`src/rtl/qft_pkg.sv`:
```
// rtl/qft_pkg.sv - shared Q1.15 constants, widths and FSM state encoding
// Contents:
//   DATA_W       width of one Q1.15 word (sign + 1 integer + 15 fraction bits)
//   Q_ONE        1.0 in Q1.15, also the probability clamp ceiling
//   Q_INV_SQRT2  1/sqrt(2) in Q1.15
//   state_e      scheduler FSM states
//   prob_clamp   saturate an 18-bit unsigned sum of squares to Q_ONE
package qft_pkg;

    localparam int DATA_W = 17;

    localparam logic [DATA_W-1:0] Q_ONE       = 17'h08000;
    localparam logic [DATA_W-1:0] Q_INV_SQRT2 = 17'h05A82;

    typedef enum logic [2:0] {
        ST_IDLE    = 3'd0,
        ST_COMPUTE = 3'd1,
        ST_GAP     = 3'd2,
        ST_HIGH    = 3'd3,
        ST_TAIL    = 3'd4,
        ST_FIN     = 3'd5
    } state_e;

    // Rounding in the squarer can push re^2 + im^2 slightly past 1.0, and
    // a full-scale pair reaches 2.0; a probability never exceeds 1.0.
    function automatic logic [DATA_W-1:0] prob_clamp(input logic [DATA_W:0] sum);
        if (sum > {1'b0, Q_ONE}) begin
            return Q_ONE;
        end
        return sum[DATA_W-1:0];
    endfunction

endpackage

```
`src/rtl/qft_pulse_scheduler_if.sv`:
```
// rtl/qft_pulse_scheduler_if.sv - amplitude load, run control, pulse output and debug read bundle
// Signals:
//   amp_wr, amp_idx, amp_re, amp_im   amplitude write (master -> slave)
//   start, loop                       run control (master -> slave)
//   busy, done                        run status (slave -> master)
//   sq, cur_idx                       pulse train and index being timed (slave -> master)
//   prob_rd_idx, prob_rd_data         combinational probability read-back
interface qft_pulse_scheduler_if;
    import qft_pkg::*;

    logic              amp_wr;
    logic [2:0]        amp_idx;
    logic [DATA_W-1:0] amp_re;
    logic [DATA_W-1:0] amp_im;
    logic              start;
    logic              loop;
    logic              busy;
    logic              done;
    logic              sq;
    logic [2:0]        cur_idx;
    logic [2:0]        prob_rd_idx;
    logic [DATA_W-1:0] prob_rd_data;

    modport master (
        output amp_wr, amp_idx, amp_re, amp_im, start, loop, prob_rd_idx,
        input  busy, done, sq, cur_idx, prob_rd_data
    );

    modport slave (
        input  amp_wr, amp_idx, amp_re, amp_im, start, loop, prob_rd_idx,
        output busy, done, sq, cur_idx, prob_rd_data
    );

endinterface

```
`src/rtl/q15_mul.sv`:
```
// rtl/q15_mul.sv - combinational signed Q1.15 multiplier
// Ports:
//   a, b  in   signed Q1.15 operands
//   p     out  (a*b) as a 34-bit signed product, >>> 15, low 17 bits
module q15_mul
    import qft_pkg::*;
(
    input  logic signed [DATA_W-1:0] a,
    input  logic signed [DATA_W-1:0] b,
    output logic signed [DATA_W-1:0] p
);

    logic signed [2*DATA_W-1:0] prod;

    assign prod = (2*DATA_W)'(a) * (2*DATA_W)'(b);
    assign p    = DATA_W'(prod >>> 15);

endmodule

```
`src/rtl/qft_pulse_scheduler.sv`:
```
// rtl/qft_pulse_scheduler.sv - squares 8 complex amplitudes on one multiplier and emits one timed pulse per basis state
// Ports:
//   clk   in  system clock
//   rst   in  synchronous active-high reset
//   bus   slave modport of qft_pulse_scheduler_if:
//         amp_wr/amp_idx/amp_re/amp_im  amplitude write, IDLE only
//         start/loop                     run control
//         busy/done                      run status
//         sq/cur_idx                     registered pulse train, index being timed
//         prob_rd_idx/prob_rd_data       combinational probability read
module qft_pulse_scheduler
    import qft_pkg::*;
#(
    parameter int PULSE_UNIT = 64,
    parameter int GAP        = 4,
    parameter int TAIL       = 8,
    parameter int CNT_W      = 32
) (
    input  logic clk,
    input  logic rst,
    qft_pulse_scheduler_if.slave bus
);

    localparam logic [2:0] S_IDLE    = 3'(ST_IDLE);
    localparam logic [2:0] S_COMPUTE = 3'(ST_COMPUTE);
    localparam logic [2:0] S_GAP     = 3'(ST_GAP);
    localparam logic [2:0] S_HIGH    = 3'(ST_HIGH);
    localparam logic [2:0] S_TAIL    = 3'(ST_TAIL);
    localparam logic [2:0] S_FIN     = 3'(ST_FIN);

    localparam logic [CNT_W-1:0] GAP_LOAD  = CNT_W'(GAP - 1);
    localparam logic [CNT_W-1:0] TAIL_LOAD = CNT_W'(TAIL - 1);

    logic [2:0]               state;
    logic [3:0]               step;
    logic [2:0]               k;
    logic [CNT_W-1:0]         cnt;
    logic                     sq_q;
    logic                     busy_q;
    logic                     done_q;
    logic                     loop_q;
    logic signed [DATA_W-1:0] sq_re;

    logic signed [DATA_W-1:0] amp_re_q [8];
    logic signed [DATA_W-1:0] amp_im_q [8];
    logic        [DATA_W-1:0] prob_q   [8];

    // Even steps square the real part, odd steps the imaginary part of
    // amplitude step>>1, so the single multiplier covers all 16 squarings.
    logic signed [DATA_W-1:0] mul_op;
    logic signed [DATA_W-1:0] mul_p;
    logic        [DATA_W:0]   sum_sq;

    assign mul_op = step[0] ? amp_im_q[step[3:1]] : amp_re_q[step[3:1]];

    q15_mul u_mul (
        .a (mul_op),
        .b (mul_op),
        .p (mul_p)
    );

    assign sum_sq = {1'b0, sq_re} + {1'b0, mul_p};

    // Pulse width for the index being timed: prob scaled so that 1.0 maps
    // to PULSE_UNIT cycles, fraction truncated.
    logic [CNT_W+DATA_W-1:0] w_prod;
    logic [CNT_W-1:0]        w_k;

    assign w_prod = (CNT_W+DATA_W)'(prob_q[k]) * (CNT_W+DATA_W)'(PULSE_UNIT);
    assign w_k    = CNT_W'(w_prod >> 15);

    always_ff @(posedge clk) begin
        if (rst) begin
            state  <= S_IDLE;
            step   <= '0;
            k      <= '0;
            cnt    <= '0;
            sq_q   <= 1'b0;
            busy_q <= 1'b0;
            done_q <= 1'b0;
            loop_q <= 1'b0;
            sq_re  <= '0;
            for (int i = 0; i < 8; i++) begin
                amp_re_q[i] <= '0;
                amp_im_q[i] <= '0;
                prob_q[i]   <= '0;
            end
        end else begin
            done_q <= 1'b0;
            case (state)
                S_IDLE: begin
                    if (bus.amp_wr) begin
                        amp_re_q[bus.amp_idx] <= bus.amp_re;
                        amp_im_q[bus.amp_idx] <= bus.amp_im;
                    end
                    if (bus.start) begin
                        state  <= S_COMPUTE;
                        step   <= '0;
                        busy_q <= 1'b1;
                    end
                end

                S_COMPUTE: begin
                    if (!step[0]) begin
                        sq_re <= mul_p;
                    end else begin
                        prob_q[step[3:1]] <= prob_clamp(sum_sq);
                    end
                    if (step == 4'd15) begin
                        state <= S_GAP;
                        step  <= '0;
                        k     <= '0;
                        cnt   <= GAP_LOAD;
                    end else begin
                        step <= step + 4'd1;
                    end
                end

                S_GAP: begin
                    if (cnt == '0) begin
                        if (w_k != '0) begin
                            state <= S_HIGH;
                            cnt   <= w_k - CNT_W'(1);
                            sq_q  <= 1'b1;
                        end else if (k == 3'd7) begin
                            state <= S_TAIL;
                            cnt   <= TAIL_LOAD;
                        end else begin
                            k   <= k + 3'd1;
                            cnt <= GAP_LOAD;
                        end
                    end else begin
                        cnt <= cnt - CNT_W'(1);
                    end
                end

                S_HIGH: begin
                    if (cnt == '0) begin
                        sq_q <= 1'b0;
                        if (k == 3'd7) begin
                            state <= S_TAIL;
                            cnt   <= TAIL_LOAD;
                        end else begin
                            state <= S_GAP;
                            k     <= k + 3'd1;
                            cnt   <= GAP_LOAD;
                        end
                    end else begin
                        cnt <= cnt - CNT_W'(1);
                    end
                end

                S_TAIL: begin
                    if (cnt == '0) begin
                        state  <= S_FIN;
                        done_q <= 1'b1;
                        busy_q <= 1'b0;
                        loop_q <= bus.loop;
                    end else begin
                        cnt <= cnt - CNT_W'(1);
                    end
                end

                S_FIN: begin
                    if (loop_q) begin
                        state  <= S_COMPUTE;
                        step   <= '0;
                        busy_q <= 1'b1;
                    end else begin
                        state <= S_IDLE;
                    end
                end

                default: begin
                    state <= S_IDLE;
                end
            endcase
        end
    end

    assign bus.sq           = sq_q;
    assign bus.busy         = busy_q;
    assign bus.done         = done_q;
    assign bus.cur_idx      = (state == S_COMPUTE) ? step[3:1] : k;
    assign bus.prob_rd_data = prob_q[bus.prob_rd_idx];

endmodule
```
`src/flat_wrapper.sv`:
```
// flat-port wrapper written by rule: the top's interface ports become plain ports
module qft_pulse_scheduler_flat import qft_pkg::*;
#(
    parameter int PULSE_UNIT = 64,
    parameter int GAP        = 4,
    parameter int TAIL       = 8,
    parameter int CNT_W      = 32
)
  (clk, rst, bus_amp_wr, bus_amp_idx, bus_amp_re, bus_amp_im, bus_start, bus_loop, bus_prob_rd_idx, bus_busy, bus_done, bus_sq, bus_cur_idx, bus_prob_rd_data);
  qft_pulse_scheduler_if bus_i ();
  input  logic clk;
  input  logic rst;
  input wire logic [$bits(bus_i.amp_wr)-1:0] bus_amp_wr;
  input wire logic [$bits(bus_i.amp_idx)-1:0] bus_amp_idx;
  input wire logic [$bits(bus_i.amp_re)-1:0] bus_amp_re;
  input wire logic [$bits(bus_i.amp_im)-1:0] bus_amp_im;
  input wire logic [$bits(bus_i.start)-1:0] bus_start;
  input wire logic [$bits(bus_i.loop)-1:0] bus_loop;
  input wire logic [$bits(bus_i.prob_rd_idx)-1:0] bus_prob_rd_idx;
  output wire logic [$bits(bus_i.busy)-1:0] bus_busy;
  output wire logic [$bits(bus_i.done)-1:0] bus_done;
  output wire logic [$bits(bus_i.sq)-1:0] bus_sq;
  output wire logic [$bits(bus_i.cur_idx)-1:0] bus_cur_idx;
  output wire logic [$bits(bus_i.prob_rd_data)-1:0] bus_prob_rd_data;
  assign bus_i.amp_wr = bus_amp_wr;
  assign bus_i.amp_idx = bus_amp_idx;
  assign bus_i.amp_re = bus_amp_re;
  assign bus_i.amp_im = bus_amp_im;
  assign bus_i.start = bus_start;
  assign bus_i.loop = bus_loop;
  assign bus_i.prob_rd_idx = bus_prob_rd_idx;
  assign bus_busy = bus_i.busy;
  assign bus_done = bus_i.done;
  assign bus_sq = bus_i.sq;
  assign bus_cur_idx = bus_i.cur_idx;
  assign bus_prob_rd_data = bus_i.prob_rd_data;
  qft_pulse_scheduler #(.PULSE_UNIT(PULSE_UNIT), .GAP(GAP), .TAIL(TAIL), .CNT_W(CNT_W)) u_core (.clk(clk), .rst(rst), .bus(bus_i));
endmodule
```
`config.mk`:
```
export PLATFORM = sky130hd
export DESIGN_NAME = qft_pulse_scheduler_flat
export DESIGN_NICKNAME = d
export VERILOG_FILES = /design/src/rtl/qft_pkg.sv /design/src/rtl/qft_pulse_scheduler_if.sv /design/src/rtl/q15_mul.sv /design/src/rtl/qft_pulse_scheduler.sv /design/src/flat_wrapper.sv
export SDC_FILE = /design/constraint.sdc
export NUM_CORES = 1
export LEC_CHECK = 0
export ABC_AREA = 1
export CAP_MARGIN = 20
export CORE_MARGIN = 2
export CORE_UTILIZATION = 62
export CTS_CLUSTER_DIAMETER = 200
export DETAILED_ROUTE_END_ITERATION = 10
export PLACE_DENSITY = 0.85
export REMOVE_ABC_BUFFERS = 1
export SKIP_LAST_GASP = 1
export SLEW_MARGIN = 20
export SYNTH_ARGS = -nofsm -noshare
export SYNTH_HDL_FRONTEND = slang
export SYNTH_SLANG_ARGS = --single-unit
export TNS_END_PERCENT = 20
```
`constraint.sdc`:
```
create_clock -name clk -period 9.4 [get_ports clk]
set_input_delay 2.82 -clock clk [delete_from_list [all_inputs] [get_ports clk]]
set_output_delay 2.82 -clock clk [all_outputs]
set_load 0.05 [all_outputs]
```
==> results of run 1 <==
-- cell usage after synthesis, types with 23 or more instances --
cell	n	area [um^2]
o22ai_1	23	144
o211ai_1	27	203
inv_1	625	2350
edfxtp_1	408	12300
a21oi_1	118	591
dfxtp_1	69	1380
xor2_1	25	219
clkbuf_1	103	387
a31oi_1	29	181
nor2_1	659	2470
fa_1	255	5100
nand2_1	490	1840
o21ai_0	294	1470
ha_1	102	1280
nor3_1	45	225
nor3_2	104	1040
nand3_1	105	526
buf_2	46	230
o221ai_1	47	412
-- state kept, by name (all words and copies together) (netlist names), named ones only --
signal / cells
u_core.bus.busy: 1
u_core.k: 3
u_core.bus.sq: 1
u_core.cnt: 32
u_core.amp_im_q: 136
u_core.state: 3
u_core.loop_q: 1
u_core.step: 4
u_core.prob_q: 136
u_core.amp_re_q: 136
u_core.bus.done: 1
u_core.sq_re: 17
-- cells by family (layout without fill, tap and decap cells) --
| family | after synthesis | count (layout) | synth area share (%) |
|---|---|---|---|
| simple gates | 1462 | 1462 | 19.5 |
| buf+inv | 811 | 898 | 9.53 |
| compound gates | 576 | 576 | 9.77 |
| flops | 477 | 477 | 40.7 |
| fa+ha+maj | 357 | 357 | 19.1 |
| xor+xnor | 47 | 47 | 1.44 |
| other cells | 1 | 8 | 0.0112 |
-- layout by cell type (no fill, tap or decap), types with 6 or more instances in the layout --
cell type	n
a21oi_1	115
a21oi_2	6
a31oi_1	28
buf_12	7
buf_4	86
clkbuf_1	7
clkbuf_16	57
clkdlybuf4s50_1	52
clkinv_1	11
clkinv_2	14
clkinvlp_4	6
conb_1	8
dfxtp_1	66
edfxtp_1	408
fa_1	253
ha_1	94
ha_2	6
inv_1	624
inv_2	13
nand2_1	475
nand2_2	24
nand3_1	105
nand4_1	18
nor2_1	659
nor3_1	43
nor3_2	106
o211ai_1	27
o21ai_0	291
o21ai_1	16
o221ai_1	47
o22ai_1	23
xnor2_1	18
xor2_1	23
-- repair_timing --
item	4_1_cts	5_1_grt
setup endpoints to repair	12	128
setup buffers	0	7
gates resized for setup	1	51
pin swaps	0	3
cloned	0	9
-- worst register-to-register path, delay by kind of cell (launching register included) --
kind / cells / cell delay (ns)
AOI/OAI and AO/OA: 3 / 0.57
adders and majority gates: 8 / 3.96
buffers and inverters: 11 / 1.46
DFF: 1 / 0.44
and+or+nand+nor: 20 / 2.42
-- layout make-up --
class | instances | share of cell area, %
clock inverters | 30 | 0.639
well taps | 696 | 2.35
multi-input cells | 2450 | 45.5
repair buffers | 166 | 4.69
flip-flops and latches | 477 | 36.8
clock buffers | 57 | 3.40
inverters | 645 | 6.57
-- per-layer routing --
layer / global-route usage [%] / routed length [um]
met2: 52.8 / 43300
met1: 37.8 / 32000
met3: 4.67 / 9170
met5: 0 / 0
met4: 13.7 / 3710
-- stage by stage --
step / TNS [ns] / hold WS (ns)
2_1_floorplan: -570.80 / 0.437
3_3_place_gp: 0 / 0.452
3_5_place_dp: 0 / 0.458
4_1_cts: 0 / 0.469
5_1_grt: -13.81 / 0.496
6_report: 0 / 0.470
-- how the worst max path moves through the flow --
stage	from	slack, ns	endpoint
floorplan	register	-4.72	u_core.prob_q[5][0]
global placement	register	0.28	u_core.prob_q[6][11]
detailed placement	register	0.01	u_core.prob_q[6][13]
CTS	register	0.04	u_core.prob_q[7][13]
global route	register	-0.16	u_core.prob_q[5][13]
finish	register	0.22	u_core.prob_q[5][9]
==> metrics.csv, run 1 <==
metric;value;unit
async_flop_share;0;%
grt_pass1_vias;26900;
num_vias;27000;
status;finished clean;
drt_iter0_markers;3387;
viasPerCell;5.97;
finClkSkew;0.0348;ns
grt-ovfl-total;0;
reg2reg_depth;42;
place_ws;0.0147;ns
synth-edff-count;408;
grt_max_degree;59;
tightestPinTransition;1.15;ns
arrival;9.47;ns
hpwl;56100;um
numPortBuffers;67;
instances_no_fill;4521;
place.gp.congestion;0.946;
placed_cells;4417;
synth_cells;3731;
critPathMaxStageDelay;0.65;ns
ys_warn_count;0;
num_antenna_cells;0;
routedWlPerCell;19.5;um
ys.flop_type;edfxtp_1;
n_fill_cell;3820;
die-area;0.0559;mm^2
min_path_cells;2;
cp_common_cell;nand2_1;
setup_viol;0;
multi_input_area;0.0168;mm^2
postRouteAntennaNets;0;
cts_tree;done;
maxClockFrequency;109;MHz
grt_pass1_wl;136000;um
ios;68;
drc;0;
insertion_delay;0.61;ns
required;9.69;ns
cts_hold_buf;0;
row_count;85;
layout.nets;4191;
timing.rr.end;u_core.prob_q[5][9];
synth_cell_types;56;
fp.dieH;236;um
slowest_stage;fa_2;
slew_headroom;22.8;%
area_growth;10.6;%
postLayoutCoreUtil;69.1;%
min_from;u_core.bus.sq;
ys_seq_area_share;40.7;%
htreeDepth;2;
max_cap_violations;0;
crit_type;reg2reg;
path_max_fanout;27;
hold_violations;0;
hold_class;reg2reg;
path_depth;42;
seqCellArea;0.0136;mm^2
wl;88200;um
start_kind;register;
antenna_found_initial;1;
place_area;0.0350;mm^2
die_x;236;um
worst-path-buf-inv;11;
cp_top_family;adder cells;
rrSetupSlack;0.22;ns
grt_usage;30.5;%
critPathCaptureType;register;
coreArea;0.0536;mm^2
synth_area_per_cell;8.97;um^2
first_pass_iters;6;
finalCriticalPeriod;9.18;ns
fin_crit_sh;97.7;%
cts-root-buf;clkbuf_16;
drv_slew;0;
fin_area;0.0370;mm^2
synth_area;0.0335;mm^2
clk_pin_slew_worst_paths;0.06;ns
yosys_register_bits;477;
cts_made_buffers;49;
cts_sinks;477;
min_to;u_core.bus.sq;
setup_slack;0.221;ns
start_util;62.5;%
drive_above_1_share;9.99;%
clock_path_buffers;3;
Power of run 1 is not shown: default switching activity piles up to over one toggle a cycle in this logic, so the estimate is an artifact.
==> run 2: changes to the inputs <==
Settings changed: SYNTH_HIERARCHICAL set to 1.
==> run 2 against run 1 <==
  * Routed wire length is 1.7% lower
  * Non-clock buffer count fell by 9
  * Via count increased by 3.4%
  * Hold slack got worse by 0.0080 ns
  * Global-route usage is 0.90 points lower
  * Clock-buffer cell count rose by 5
  * Sequential cell count did not move
  * Final area rose by 4.1%
  * Synthesized area increased by 4.6%
  * Synthesized cell count is 11% higher
  * Critical path type unchanged
  * Largest cell class unchanged
==> metrics.csv, run 2 <==
metric;value;unit;change
ys_warn_count;6;;+6
area_growth;10.0;%;
tightestPinTransition;1.15;ns;-0.00148 ns
grt-ovfl-total;0;;unchanged
grt_pass1_vias;27900;;+3.8%
grt_max_degree;69;;+17%
critPathCaptureType;register;;
postRouteAntennaNets;0;;unchanged
synth-edff-count;408;;unchanged
status;finished clean;;
htreeDepth;2;;unchanged
clock_path_buffers;3;;unchanged
ios;68;;unchanged
fin_hold_ws;0.462;ns;-0.00796 ns
antenna_found_initial;0;;-1
top_regs;u_core/amp_im_q (136), u_core/amp_re_q (136), u_core/prob_q (136);;
max_cap_violations;0;;unchanged
path_max_fanout;10;;-63%
start_util;62.4;%;-0.093 points
yosys_register_bits;477;;unchanged
synth_cell_types;57;;+1.8%
first_pass_iters;6;;unchanged
synth_area_per_cell;8.49;um^2;-5.4%
required;9.81;ns;+0.12 ns
start_kind;register;;
fin_crit_sh;96.6;%;-1.1 points
ys_top_cells_by_count;801 x inv_1, 754 x nand2_1, 649 x nor2_1;;
hpwl;57000;um;+1.7%
layout.nets;4575;;+9.2%
synth_top_cell_by_area;edfxtp_1;;
finClkSkew;0.0269;ns;-0.00796 ns
crit_type;reg2reg;;
wl;86600;um;-1.7%
grt_pass1_wl;140000;um;+2.8%
finalCriticalPeriod;9.08;ns;-0.101 ns
cts_made_buffers;48;;-2.0%
num_vias;27900;;+3.4%
viasPerCell;5.65;;-5.4%
slew_headroom;22.9;%;+0.099 points
async_flop_share;0;%;unchanged
ys.flop_type;edfxtp_1;;
die_x;242;um;+2.3%
cts_hold_buf;0;;unchanged
cts_sinks;477;;unchanged
yosysMostFrequentCell;inv_1;;
insertion_delay;0.60;ns;about the same
critPathMaxStageDelay;0.55;ns;-0.10 ns
drv_slew;0;;unchanged
arrival;9.49;ns;+0.02 ns
yosysTopAreaCellShare;35.0;%;-1.6 points
synth_area;0.0350;mm^2;+4.6%
grt_usage;29.6;%;-0.90 points
cts_tree;done;;
clk_pin_slew_worst_paths;0.06;ns;about the same
hold_class;reg2reg;;
fin_area;0.0385;mm^2;+4.1%
slowest_stage;fa_1;;
maxClockFrequency;110;MHz;+1.1%
drive_above_1_share;6.74;%;-3.3 points
drc;0;;unchanged
hold_violations;0;;unchanged
mostFrequentLayoutCells;801 x inv_1, 741 x nand2_1, 649 x nor2_1, 408 x edfxtp_1, 282 x fa_1;;
fp.dieH;242;um;+2.3%
numPortBuffers;67;;unchanged
setup_viol;0;;unchanged
ys_seq_area_share;38.9;%;-1.8 points
layout_commonest_cell;inv_1;;
place.gp.congestion;0.970;;+2.5%
row_count;87;;+2.4%
postLayoutCoreUtil;68.6;%;-0.47 points
cts-root-buf;clkbuf_16;;
synth_area_leaders;edfxtp_1 35%, fa_1 16%, inv_1 8.6%, nand2_1 8.1%, nor2_1 7.0%;;
rsz0062_at_grt;yes;;
coreArea;0.0562;mm^2;+4.8%
die-area;0.0584;mm^2;+4.6%
drt_iter0_markers;3155;;-6.8%
place_area;0.0368;mm^2;+5.0%
routedWlPerCell;17.5;um;-10%
num_antenna_cells;0;;unchanged
cp_common_cell;nand2_1;;
synth_cells;4128;;+11%
## run 2: changes by cell type in the layout (fill, tap and decap cells not counted), moves of 46 or more
cell	delta
nand2_1	+266
inv_1	+177
nor3_2	-105
o21ai_0	-86
mux2i_1	+68
a21oi_1	+66
o211ai_1	+46
o221ai_1	-46
## run 2: layout make-up
cell class	count	area (um^2)
Sequential cell	477	13600
Tap cell	756	946
Timing Repair Buffer	157	1620
Multi-Input combinational cell	2654	17700
Fill cell	4166	17600
Inverter	811	3050
Clock inverter	26	269
Clock buffer	62	1310
## run 2: worst max-delay path: cells and delay by family, from the launching register on
kind / cells / cell delay (ns)
DFF: 1 / 0.48
adders and majority gates: 8 / 3.82
muxes: 1 / 0.07
buffers and inverters: 10 / 1.15
and+or+nand+nor: 23 / 3.00
AOI/OAI and AO/OA: 2 / 0.32
## run 2: stage by stage
step / cells / worst slack, ns / setup TNS [ns]
3_5_place_dp: 4846 / -0.0621 / -0.535
4_1_cts: 4935 / 0.00653 / 0
3_3_place_gp: 4846 / 0.0838 / 0
5_1_grt: 4943 / -0.103 / -4.11
6_report: 4943 / 0.321 / 0
2_1_floorplan: 3941 / -3.75 / -475.12
## run 2: final timing paths
| kind | cells after the start | end | slack [ns] | start |
|---|---|---|---|---|
| setup / recovery | 44 | u_core/prob_q[3][5] | 0.32 | register |
| hold / removal | 2 | u_core/bus.sq | 0.46 | u_core/bus.sq |
| setup reg to reg | 44 | u_core/prob_q[3][5] | 0.32 | register |
| hold reg to reg | 2 | u_core/bus.sq | 0.46 | u_core/bus.sq |
## run 2: kinds of logic after synthesis
| family | count (synthesis) | synth area share [%] |
|---|---|---|
| AOI/OAI and AO/OA | 520 | 8.40 |
| buffers and inverters | 1005 | 10.9 |
| other | 1 | 0.0107 |
| and+or+nand+nor | 1652 | 19.5 |
| muxes | 68 | 1.94 |
| xor gates and xnor gates | 24 | 0.654 |
| DFF | 477 | 38.9 |
| adders and majority gates | 381 | 19.7 |
## run 2: routing by layer
metal | vias to the layer above | share of wire (%) | global-route usage (%)
met3 | 286 | 9.1 | 4.58
met5 | - | 0 | 0
met1 | 13200 | 37 | 36.6
met4 | 0 | 4.0 | 12.2
li1 | 13000 | - | -
met2 | 1478 | 50 | 51.9
## run 2: what timing repair did
action	in CTS	in global routing
setup endpoints to repair	44	128
pin swaps	0	2
gates resized for setup	2	15
cloned	0	1
buffers inserted	1	5
Power of run 2 is left out for the same reason.
